`config.mk`:
```
export PLATFORM = sky130hd
export DESIGN_NAME = mem_port_arbiter
export DESIGN_NICKNAME = d
export VERILOG_FILES = /design/src/rtl/mem_port_arbiter.sv
export SDC_FILE = /design/constraint.sdc
export NUM_CORES = 1
export LEC_CHECK = 0
export BUFFER_PORTS_ARGS = -buffer_cell sky130_fd_sc_hd__buf_2
export CAP_MARGIN = 20
export CORE_ASPECT_RATIO = 1.25
export CORE_MARGIN = 2
export CORE_UTILIZATION = 41
export DETAILED_ROUTE_END_ITERATION = 10
export PLACE_DENSITY_LB_ADDON = 0.05
export SYNTH_ARGS = -nofsm -noshare
export SYNTH_HDL_FRONTEND = slang
export SYNTH_SLANG_ARGS = --single-unit
```
`constraint.sdc`:
```
create_clock -name CLK -period 2.1 [get_ports CLK]
set_clock_uncertainty 0.2 [all_clocks]
set_input_delay 0 -clock CLK [delete_from_list [all_inputs] [get_ports CLK]]
set_output_delay 0 -clock CLK [all_outputs]
set_load 0.01 [all_outputs]
```
`src/rtl/mem_port_arbiter.sv`:
```
// Arbiter sharing one memory port between instruction fetch and data load/store.
// Optional busy timeout with sticky ERR is enabled by defining ARB_TIMEOUT_EN.
//
// state  | meaning
// IDLE   | no access in flight; arbitrate between eligible requesters
// BUSY_I | fetch presented on MEM_*, waiting for MEM_ACK
// BUSY_D | load/store presented on MEM_*, waiting for MEM_ACK
module mem_port_arbiter #(
  parameter int STARVE_LIMIT = 3,
  parameter int TIMEOUT      = 15
) (
  input  logic        CLK,
  input  logic        RSTN,
  input  logic        I_REQ,
  input  logic [31:0] I_ADDR,
  output logic        I_ACK,
  output logic [31:0] I_RDATA,
  input  logic        D_REQ,
  input  logic        D_WE,
  input  logic [3:0]  D_BE,
  input  logic [31:0] D_ADDR,
  input  logic [31:0] D_WDATA,
  output logic        D_ACK,
  output logic [31:0] D_RDATA,
  output logic        MEM_REQ,
  output logic        MEM_WE,
  output logic [3:0]  MEM_BE,
  output logic [31:0] MEM_ADDR,
  output logic [31:0] MEM_WDATA,
  input  logic        MEM_ACK,
  input  logic [31:0] MEM_RDATA,
  output logic        STALL_IF,
  output logic        STALL_MEM,
  output logic        ERR
);

  typedef enum logic [1:0] {IDLE, BUSY_I, BUSY_D} state_t;

  localparam logic [3:0] STARVE_MAX = 4'(STARVE_LIMIT);

  if (STARVE_LIMIT < 1 || STARVE_LIMIT > 15) begin : g_bad_starve
    $error("STARVE_LIMIT must be within 1..15");
  end
  if (TIMEOUT < 1 || TIMEOUT > 255) begin : g_bad_timeout
    $error("TIMEOUT must be within 1..255");
  end

  state_t     state, state_nxt;
  logic [3:0] starve_cnt;
  logic       i_elig, d_elig, grant_i, grant_d, done, abort;

`ifdef ARB_TIMEOUT_EN
  localparam logic [7:0] TMO_LAST = 8'(TIMEOUT - 1);
  logic [7:0] tmo_cnt;
`endif

  assign STALL_IF  = I_REQ & ~I_ACK;
  assign STALL_MEM = D_REQ & ~D_ACK;

  always_ff @(posedge CLK) begin
    if (!RSTN) state <= IDLE;
    else       state <= state_nxt;
  end

  always_comb begin
    state_nxt = state;
    grant_i   = 1'b0;
    grant_d   = 1'b0;
    done      = 1'b0;
    abort     = 1'b0;
    // an ACK output still high marks the trailing REQ cycle of a finished access
    i_elig    = I_REQ & ~I_ACK;
    d_elig    = D_REQ & ~D_ACK;
    case (state)
      IDLE: begin
        if (d_elig && (!i_elig || starve_cnt != STARVE_MAX)) begin
          grant_d   = 1'b1;
          state_nxt = BUSY_D;
        end else if (i_elig) begin
          grant_i   = 1'b1;
          state_nxt = BUSY_I;
        end
      end
      BUSY_I, BUSY_D: begin
        if (MEM_ACK) begin
          done      = 1'b1;
          state_nxt = IDLE;
        end
`ifdef ARB_TIMEOUT_EN
        else if (tmo_cnt == TMO_LAST) begin
          abort     = 1'b1;
          state_nxt = IDLE;
        end
`endif
      end
      default: state_nxt = IDLE;
    endcase
  end

  always_ff @(posedge CLK) begin
    if (!RSTN) begin
      MEM_REQ    <= 1'b0;
      MEM_WE     <= 1'b0;
      MEM_BE     <= 4'h0;
      MEM_ADDR   <= 32'h0;
      MEM_WDATA  <= 32'h0;
      I_ACK      <= 1'b0;
      D_ACK      <= 1'b0;
      I_RDATA    <= 32'h0;
      D_RDATA    <= 32'h0;
      starve_cnt <= 4'h0;
    end else begin
      I_ACK <= 1'b0;
      D_ACK <= 1'b0;
      if (grant_d) begin
        MEM_REQ   <= 1'b1;
        MEM_WE    <= D_WE;
        MEM_BE    <= D_BE;
        MEM_ADDR  <= D_ADDR;
        MEM_WDATA <= D_WDATA;
        if (I_REQ && starve_cnt != STARVE_MAX) starve_cnt <= starve_cnt + 4'h1;
      end else if (grant_i) begin
        MEM_REQ    <= 1'b1;
        MEM_WE     <= 1'b0;
        MEM_BE     <= 4'hF;
        MEM_ADDR   <= I_ADDR;
        MEM_WDATA  <= 32'h0;
        starve_cnt <= 4'h0;
      end
      // an aborted access returns zero data to whichever side owned it
      if (done || abort) begin
        MEM_REQ <= 1'b0;
        if (state == BUSY_I) begin
          I_ACK   <= 1'b1;
          I_RDATA <= done ? MEM_RDATA : 32'h0;
        end else begin
          D_ACK <= 1'b1;
          if (abort)        D_RDATA <= 32'h0;
          else if (!MEM_WE) D_RDATA <= MEM_RDATA;
        end
      end
    end
  end

`ifdef ARB_TIMEOUT_EN
  always_ff @(posedge CLK) begin
    if (!RSTN) begin
      tmo_cnt <= 8'h0;
      ERR     <= 1'b0;
    end else begin
      if (grant_i || grant_d)                        tmo_cnt <= 8'h0;
      else if (state != IDLE && !MEM_ACK && !abort)  tmo_cnt <= tmo_cnt + 8'h1;
      if (abort) ERR <= 1'b1;
    end
  end
`else
  assign ERR = 1'b0;
`endif

endmodule

```
* Yosys cells after proc, flatten, opt, wreduce, memory -nomap -nowiden
Cells that the tools add are included.
** Cells by class
- Bitwise gates (word level) :: 7
- Equality and inequality tests :: 6
- $add $sub $neg :: 1
- Mux-type cells :: 26
- Reductions and logical operators :: 13
** Operator list (number)
- 2-to-1 mux 32 bit :: 4
- 2-to-1 mux 4 bit :: 5
- 2-to-1 mux 1 bit :: 13
- AND reduction 2 bit :: 4
- 2-to-1 mux 2 bit :: 3
- inverter 1 bit :: 5
- adder 4 x 1 -> 4 bit, second input constant :: 1
- != test 4 x 2 -> 1 bit, second input constant :: 1
- one-hot mux 2 bit (2 select lines) :: 1
- OR reduction 2 bit :: 2
- != test 3 bit, second input constant :: 1
- AND reduction 3 bit :: 1
- AND 1 bit :: 2
- == test 2 x 1 -> 1 bit, second input constant :: 1
- == test 2 bit, second input constant :: 1
- logical AND 1 bit :: 2
- logical NOT 2 bit :: 1
- != test 2 x 1 -> 1 bit, second input constant :: 1
- != test 2 bit, second input constant :: 1
- nonzero test 2 bit :: 1
- logical NOT 1 bit :: 1
- logical OR 1 bit :: 1
** Storage, ports and cells
- Word-level logic and storage cells :: 64
- Register bits after elaboration :: 142

* Longest topological paths before layout
Gate-level depths: netlist (run 1).
- Depth after elaboration :: 9
- Gate-level depth with buffers :: 8

* Worst setup path after synthesis (run 1)
Ideal clock, no wire load.
- Path type :: register -> register
- Start :: register starve_cnt[0]
- End :: register MEM_ADDR[11]
- Buffers on the path :: 2
- Cell stages (with the launch flop) :: 8
- Data arrival time :: 1.667 ns
- Library setup time :: 0.119 ns
- Setup slack :: 0.114 ns
- Clock period less this slack :: 1.986 ns
- Cell sequence :: dfxtp_1 -> ha_1 -> or3b_4 -> o211a_1 -> buf_6 -> buf_6 -> nor3_1 -> nor3_1
** Between the ends
- Longest elaborated chain between the ends :: 6
- Elaborated cells between the ends (all ways) :: 9
** Ends and longest elaborated chain
- from (decl) :: line 49 : logic [3:0] starve_cnt;
- from (signal assigned) :: line 121 : if (I_REQ && starve_cnt != STARVE_MAX) starve_cnt <= starve_cnt + 4'h1;
- != test 4 x 2 -> 1 bit * :: line 76 : if (d_elig && (!i_elig || starve_cnt != STARVE_MAX)) begin
- logical OR 1 bit * :: line 76
- logical AND 1 bit * :: line 76
- 2-to-1 mux 1 bit :: line 76
- 2-to-1 mux 1 bit :: line 74 : case (state)
- 2-to-1 mux 32 bit or nonzero test 2 bit (tied branches)
- to (signal assigned) :: line 105 : MEM_ADDR <= 32'h0;
- to (signal assigned) :: line 119 : MEM_ADDR <= D_ADDR;
- to (signal assigned) :: line 126 : MEM_ADDR <= I_ADDR;
- to (decl) :: line 28 : output logic [31:0] MEM_ADDR,
Every way passes the cells marked *; elsewhere a longest branch is shown, timed or not.
A chain may end at the register's enable or synchronous reset.

* Final worst setup path (run 1)
- Start :: register starve_cnt[0]
- End :: register MEM_ADDR[12]
Same word-level chain as after synthesis.

==> results of run 1 <==
-- stage by stage --
step                worst slack, ps  hold slack [ps]  area (um^2)  utilization (%)
floorplan                       114            -55.1         5560                -
global placement               89.5             61.1         7100             53.7
detailed placement             19.7             69.1         7100             53.7
CTS                            4.31              171         9020             68.1
global route                  -76.7              203         9090             68.7
finish                         13.4              195         9090             68.7
-- cell usage in the layout, fill, tap and decap left out, drive strengths merged --
cell         synthesis  layout
nand3                2       2
inv                  6       9
a22oi               33      33
buf                 17     287
o211a                3       3
a21boi              65      65
ha                   3       3
mux2i                2       2
nand2              134     134
o221a                5       5
bufinv               0       1
clkinv               0       6
clkinvlp             0       3
nand4b               1       1
clkbuf              36      18
dlygate4sd3          0     137
or3                  1       1
nor2                34      34
nor3b                2       2
nor2b               33      33
conb                 1       1
and3                 1       1
nand4                1       1
a32oi                1       1
nor3                65      65
nand2b               3       3
dfxtp              142     142
o211ai               2       2
and2                 4       4
o22ai                2       2
or3b                 1       1
o21ai               35      35
-- critical path: cells and delay by family (launching register included) --
kind	cells	cell delay [ps]
and+or+nand+nor	3	750
AOI/OAI and AO/OA	1	280
DFF	1	360
buffers and inverters	1	190
adders and majority gates	1	190
-- final timing paths --
| kind | start | to | cells past startpoint |
|---|---|---|---|
| max | starve_cnt[0] | MEM_ADDR[12] | 6 |
| min | MEM_RDATA[5] | D_RDATA[5] | 4 |
| max reg2reg | starve_cnt[0] | MEM_ADDR[12] | 6 |
| min reg2reg | I_RDATA[11] | I_RDATA[11] | 2 |
-- layer usage --
| layer | share of wire [%] | vias to the layer above | global-route usage (%) |
|---|---|---|---|
| li1 | - | 2926 | - |
| met1 | 39 | 2784 | 28.6 |
| met2 | 50 | 254 | 42.6 |
| met3 | 6.9 | 55 | 6.32 |
| met4 | 3.3 | 0 | 12.0 |
| met5 | 0 | - | 0 |
-- final cells by class --
class	count	area (um^2)	share of cell area [%]
repair buffers	424	2960	32.5
flip-flops and latches	142	2850	31.3
multi-input cells	434	2510	27.6
clock buffers	18	429	4.72
well taps	171	214	2.35
clock inverters	13	116	1.28
inverters	6	22.5	0.248
-- registers in the layout (all words and copies together) (netlist names) --
| name | count |
|---|---|
| D_RDATA | 32 |
| MEM_WDATA | 32 |
| MEM_BE | 4 |
| MEM_ADDR | 32 |
| D_ACK | 1 |
| I_ACK | 1 |
| starve_cnt | 4 |
| MEM_REQ | 1 |
| MEM_WE | 1 |
| I_RDATA | 32 |
| state | 2 |
-- cell families (layout without fill, tap and decap cells) --
family                     after synthesis  count (layout)  synth area share [%]
adders and majority gates                3               3                 0.675
muxes                                    2               2                 0.360
and+or+nand+nor                        282             282                  23.6
AOI/OAI and AO/OA                      146             146                  18.9
buffers and inverters                   59             461                  5.31
DFF                                    142             142                  51.1
other                                    1               1                0.0674
-- report_power, final --
group | switching [mW] | internal [mW]
clock network | 1.17 | 1.63
logic | 1.13 | 0.908
registers | 0.148 | 3.00
-- what timing repair did --
| item | in CTS | in global routing |
|---|---|---|
| hold buffers | 137 | 0 |
| endpoints found under the setup margin | 0 | 71 |
| hold endpoints to repair | 142 | 0 |
| resized for setup | 0 | 17 |
==> summary.md, run 1 <==
After technology mapping, the gate count stands at 635. The run gives 4 as the H-tree depth reported by CTS. The first-pass iteration count of the detailed router was 5. The number of placed instances, taps included, is 1040. For the residual overflow from global routing, the log shows 0. On the worst path, the slowest cell contributes a delay of 420 ps. Wires add up to 18500 um.

The tool flagged a number of max-cap violations equal to 0. The maximum fanout encountered on the critical timing path is 39. The worst hold path belongs to the class in -> reg.

The CTS clock-pin slew for the worst setup and hold paths is 60 ps. The congestion estimate from routability-driven global placement came to 0.785. The power per unit of standard cell area was 878 nW/um^2. The number of vias per cell works out to 4.98. Synthesis inferred 142 register bits. Global routing consumed, over all layers together, 24.9% of the routing resources. Across all layers, the routed design uses 6019 vias. Data on the critical path is required at its endpoint by 2200 ps.

The floorplan die width works out to 108 um. The reg-to-reg setup timing slack was 10 ps. For the number of global-route vias before repair, the log shows 6004. The worst-case IR drop observed on VDD is 0.452 mV. The element type at the critical path end was a register. Synthesis instantiated 35 different standard cells from the library.

In the post-synthesis netlist, the cell with the most instances is dfxtp_1. For the static leakage power, the log shows 4.05 nW. The proportion of synthesized chip area in sequential cells is 51.1%, and the number of nets in the layout is 1166.

The dominant synthesized flop cell is dfxtp_1. The logs give 0 for the number of max-slew violations in the final report and 5560 um^2 for the cell area after synthesis. The run finished with clean final reports.

The share of the synthesized area in the top cell type is 51.1%, and the count of inserted antenna diode cells is 0. The number of violations reported at the end of detailed-routing iteration 0 was 363; the HPWL after detailed placement was 11000 um. The maximum count of clock buffers along a single path is 2.

For the starting utilization of the core area, the log shows 42.0%. Based on the critical path, the design can be clocked at up to 0.479 GHz. After detailed routing, the number of remaining DRC violations is 0. TritonCTS built the clock tree. The maximum number of pins on one net before global-route repair came out at 98.

The core region is 13200 um^2. A synthesized cell averages 8.76 um^2. Buffers inserted during clock tree synthesis total 17.

Setup total negative slack on the finished layout was measured at 0 ps. The number of enable-type register cells in the synthesized netlist was 0; the final standard cell count with taps included and fillers excluded was 1208. The fraction of final layout cells sized beyond drive strength 1 is 33.8%.

Sorting the synthesized cells by area gives the leading types as dfxtp_1 51%, nand2_1 9.0%, a21boi_0 8.6%. Summing internal, switching and leakage power gives 7.99 mW. The run gives 0 as the initial antenna violation count. Wire length of the first global-routing pass: 28700 um.

The number of input and output port buffers inserted was 275. Of the available clock period, the critical path in the final layout requires 99.4%. The number of top-level pins came out at 277.

The minimum clock period after layout was 2090 ps; the async set or reset register ratio after synthesis was 0%. The commonest cells after synthesis are 142 x dfxtp_1, 134 x nand2_1, 64 x a21boi_0, 57 x nor3_1, 36 x clkbuf_1. The antenna violation net count after detailed routing was 0; the number of fill cells in the layout was 1064. The library cell occupying the most area in the post-synthesis netlist is dfxtp_1. The die area was 14500 um^2.

The area added between synthesis and finish is 63.5%. STA classifies the critical path startpoint as a register. The run gives 47 as the number of rows created at floorplan. The tree is rooted in a clkbuf_16.

The routed wirelength normalized by instance count was 15.3 um. Traced cell by cell, the critical path runs through ha_2, or3b_4, o211a_4, buf_12, nor3_1, nor3_1. In this design, the critical path's most frequently occurring cell is nor3_1.

The final hold violation count is 0, and the worst-skew pair later-pin latency is 410 ps. CTS saw 142 sinks. Vertical die dimension: 134 um.

The logs give 0 for the number of warnings reported in the yosys synthesis log and 776 for the post-synth net total. The worst setup path is of the reg -> reg kind. The arrival time at the worst endpoint came out at 2180 ps. The cell at the slowest stage of the critical path was or3b_4. Final-report setup violation count: 0.

The number of setup buffers added after CTS is 0.
(Power assumes the default switching activity.)
==> run 2: changes to the inputs <==
--- a/config.mk
+++ b/config.mk
@@ -5,11 +5,12 @@
 export SDC_FILE = /design/constraint.sdc
 export NUM_CORES = 1
 export LEC_CHECK = 0
+export ABC_AREA = 1
 export BUFFER_PORTS_ARGS = -buffer_cell sky130_fd_sc_hd__buf_2
 export CAP_MARGIN = 20
 export CORE_ASPECT_RATIO = 1.25
 export CORE_MARGIN = 2
-export CORE_UTILIZATION = 41
+export CORE_UTILIZATION = 42
 export DETAILED_ROUTE_END_ITERATION = 10
 export PLACE_DENSITY_LB_ADDON = 0.05
 export SYNTH_ARGS = -nofsm -noshare
==> run 2 against run 1 <==
Net effect:
- register-to-register slack improved by 160 ps
- fmax rose by 8.2%
- combinational power rose by 100%
- critical path type unchanged
- largest cell class unchanged
- largest power group is now combinational cells
- highest routed layer unchanged
==> summary.md, run 2 <==
The worst-case hold slack is 162 ps, and the area added between synthesis and finish is 60.9%. The run gives 1373 as the final standard cell count with taps included and fillers excluded. The global-route usage over all layers was 25.2%. The async set or reset register ratio after synthesis was 0%; the fraction of synthesized cell area in xor and xnor cells was 0.151%. Proportion of total power due to net switching: 36.0%. Clock tree synthesis inserted a total of 17 buffers. Proportion of synthesized chip area in sequential cells: 49.1%. In this design, the stage delay of the slowest critical-path cell is 570 ps.

The cell at the slowest stage of the critical path is dlygate4sd3_1. The logs give 46 for the maximum number of pins on one net before global-route repair and 0 for the antenna violation net count after detailed routing. The net switching power came out at 3.98 mW. The library cells used most frequently in the layout, excluding fill and tap cells, are 275 x buf_2, 189 x nand2_1, 142 x dfxtp_1. Number of max-cap violations: 0.

The tools report the HPWL after detailed placement as 11700 um. In this run the horizontal extent of the chip is 109 um. In this run the static leakage power is 4.65 nW. The DRC violation count after routing is 0, and the via count is 6477.

The tools report the count of different cell masters after synthesis as 29. CTS built an H-tree with a depth of 4. The category of the most critical setup path is reg -> reg.

The first routing iteration left 421 violations. Data arrives at the worst endpoint at 2040 ps. The first TritonRoute pass finished after 5 iterations. The most congested layer reported by global routing was met2. Averaged over all synthesized cells, the footprint is 7.36 um^2. The number of enable-type register cells in the synthesized netlist was 0. For this configuration, the core starts out at a cell density of 42.5%. The internal portion of the total power is 7.09 mW. The worst path needs 1930 ps of the cycle, external delays included. Setup repair after global routing left no endpoint under its margin. The clock drives 142 sinks. The run gives 6363 as the number of global-route vias before repair. The die covers 14800 um^2. For the met1 capacity usage during global routing, the log shows 27.3%. After synthesis, the most frequently instantiated cells are 189 x nand2_1, 142 x dfxtp_1, 141 x nor2_1, 67 x nand3_1, 52 x a21oi_1. The number of fill cells in the layout came out at 1165. Buffers added to address setup during post-CTS repair amount to 0.

The tools report the final-report setup violation count as 0. The post-route netlist has 31.7% of its cells at a drive strength greater than 1. Summed over all failing endpoints, the final setup total negative slack is 0 ps. The library cell used most frequently in the layout, excluding fill and tap cells, is buf_2. The wire length of the first global-routing pass was 29400 um; the required time of the critical path was 2210 ps.

The worst hold path was traced through 4 stages. For this run the aggregate overflow at the end of global routing stands at 0. At the end of routability-driven placement, the weighted congestion stood at 0.814.

Among the stages of the critical path, the cell type that occurs most often is nand3_2. nand2_1 is the most common cell in the netlist. During synthesis, Yosys emitted a total of 0 warnings. The final hold violation count was 0; the standard cell core area was 13600 um^2. The type of the most critical hold path is in -> reg. The number of top-level pins is 277. The initialized floorplan defines 48 standard-cell rows. For this run, the leading register cell type out of synthesis is dfxtp_1. Walking the worst path, the cells encountered are ha_1, nand3_2, nand3_2, o21ai_0, dlygate4sd3_1, nor2_1. The vertical die dimension is 135 um, and the number of input and output port buffers inserted is 275. Counting cells, the worst reg-to-reg path comes to 6. Dividing the detail-routed wire length by the instance count gives 13.8 um.

The launching point of the worst reg2reg path is starve_cnt[0]. The tools report the synthesized instance count as 787. For the cell area after synthesis, the log shows 5790 um^2.

For this run, the top clock speed supported by timing is 0.518 GHz. The tools report the met3 usage as 6.69%. TritonCTS built the clock tree. The kind of start point of the critical path is a register.

The period utilization is 91.9%, and the reg-to-reg setup timing slack is 170 ps. The endpoint of the most critical register-to-register path was MEM_BE[3]. The number of vias per cell was 4.72; the wire length reported by the detailed router was 18900 um.

For this run, the share of the core covered by cells in the final layout is 68.4%. The tools report the element type at the critical path end as a register. Library cell occupying the most area in the post-synthesis netlist: dfxtp_1. In this run the power density over the cells is 1190 nW/um^2. Sequential cells burn 33.5% of the power.

Of the post-synthesis cell area, the part taken by muxes is 0%. Summing the areas of all fa, ha and maj instances in the mapped netlist gives 0.648% of the synthesized area. Across the VDD grid, the largest voltage drop is 0.859 mV.

In this run the worst path has a maximum fanout of 7. The post-synthesis register bit count was 142; the share of the synthesized area in the top cell type was 49.1%. The clock passes through at most 2 buffers. For the cell count after placement, the log shows 1203. The dominant combinational cell family by area after synthesis was simple AND/OR/NAND/NOR gates. Clock-pin slew was measured on the worst setup and hold paths at 60 ps.

Ranked by total cell area, the synthesized netlist is headed by dfxtp_1 49%, nand2_1 12%, nor2_1 9.1%. The flow ran to the end, and the final reports show no timing, DRC or antenna violations. The met2 track demand over resource was 44.5%; the number of max-slew violations in the final report was 0.

The worst hold endpoint is D_RDATA[17]. The startpoint identified for the worst hold timing path is MEM_RDATA[17]. The post-synthesis compound-gate area fraction came out at 11.4%. The simple-gate area share of the yosys netlist is 30.8%, and the power share of the combinational group is 37.4%.

Of the total power, the clock network draws 29.2%. The worst-skew pair later-pin latency was 410 ps. The tree is rooted in a clkbuf_16. The run gives 1327 as the number of nets in the layout. The post-synth net total came out at 928. The run gives 1 as the initial antenna violation count.
## run 2: cell types whose count changed in the layout (fill, tap and decap cells not counted), moves of 33 or more
cell and delta:
a22oi_1 -33, nand2_1 +55, nor2b_1 -33, a21boi_0 -64, nor2_1 +107, nand3_1 +65
nor3_1 -43, a21oi_1 +52, inv_1 +33
## run 2: final cells by class
type,count,area (um^2),share of cell area (%)
Clock inverter,12,194,2.08
Clock buffer,18,439,4.71
Multi-Input combinational cell,547,2500,26.8
Antenna cell,1,2.50,0.0268
Sequential cell,142,2840,30.5
Timing Repair Buffer,433,2960,31.7
Inverter,45,170,1.82
Tap cell,175,219,2.35
## run 2: metrics by stage
stage | total power, mW | instance area (um^2) | setup slack [ps]
floorplan | 6.33 | 5790 | 406
global placement | 7.63 | 7300 | 231
detailed placement | 7.66 | 7300 | 213
CTS | 11.1 | 9320 | 125
global route | 11.8 | 9330 | 39.9
finish | 11.1 | 9330 | 171
## run 2: cell families after synthesis
group,Yosys count
adders and majority gates,3
xor gates and xnor gates,1
other,1
buffers and inverters,98
AOI/OAI and AO/OA,114
DFF,142
and+or+nand+nor,428
## run 2: worst max path at each step
stage | from | to | slack, ps
final | starve_cnt[0] | MEM_BE[3] | 170
after global routing | state[1] | MEM_BE[0] | 40
after CTS | state[1] | MEM_BE[0] | 120
after detailed placement | state[1] | MEM_WDATA[26] | 210
after global placement | state[0] | I_RDATA[18] | 230
after floorplan | state[0] | I_RDATA[22] | 410
## run 2: worst max-delay path, delay by kind of cell, from the launching register on
family                   cells  cell delay, ps
AO/OA/AOI/OAI                1             170
adder cells (fa/ha/maj)      1             270
flip-flops                   1             340
AND/OR/NAND/NOR              3             280
buffers and inverters        1             570
## run 2: power by group through the flow
| stage | clock, mW | combinational, mW | sequential [mW] |
|---|---|---|---|
| floorplan | 0 | 2.28 | 4.05 |
| global placement | 0 | 3.90 | 3.73 |
| detailed placement | 0 | 3.91 | 3.75 |
| CTS | 3.29 | 4.13 | 3.70 |
| global route | 3.39 | 4.63 | 3.78 |
| finish | 3.23 | 4.13 | 3.70 |
## run 2: what timing repair did
item | CTS | global route
endpoints found under the hold margin | 141 | 0
setup endpoints to repair | 0 | 2
gates resized for setup | 0 | 1
hold buffers | 139 | 0
## run 2: routing by layer
metal / wire (um) / vias up
met1: 7220 / 2917
li1: - / 3278
met5: 0 / -
met2: 9620 / 230
met4: 725 / 0
met3: 1340 / 52
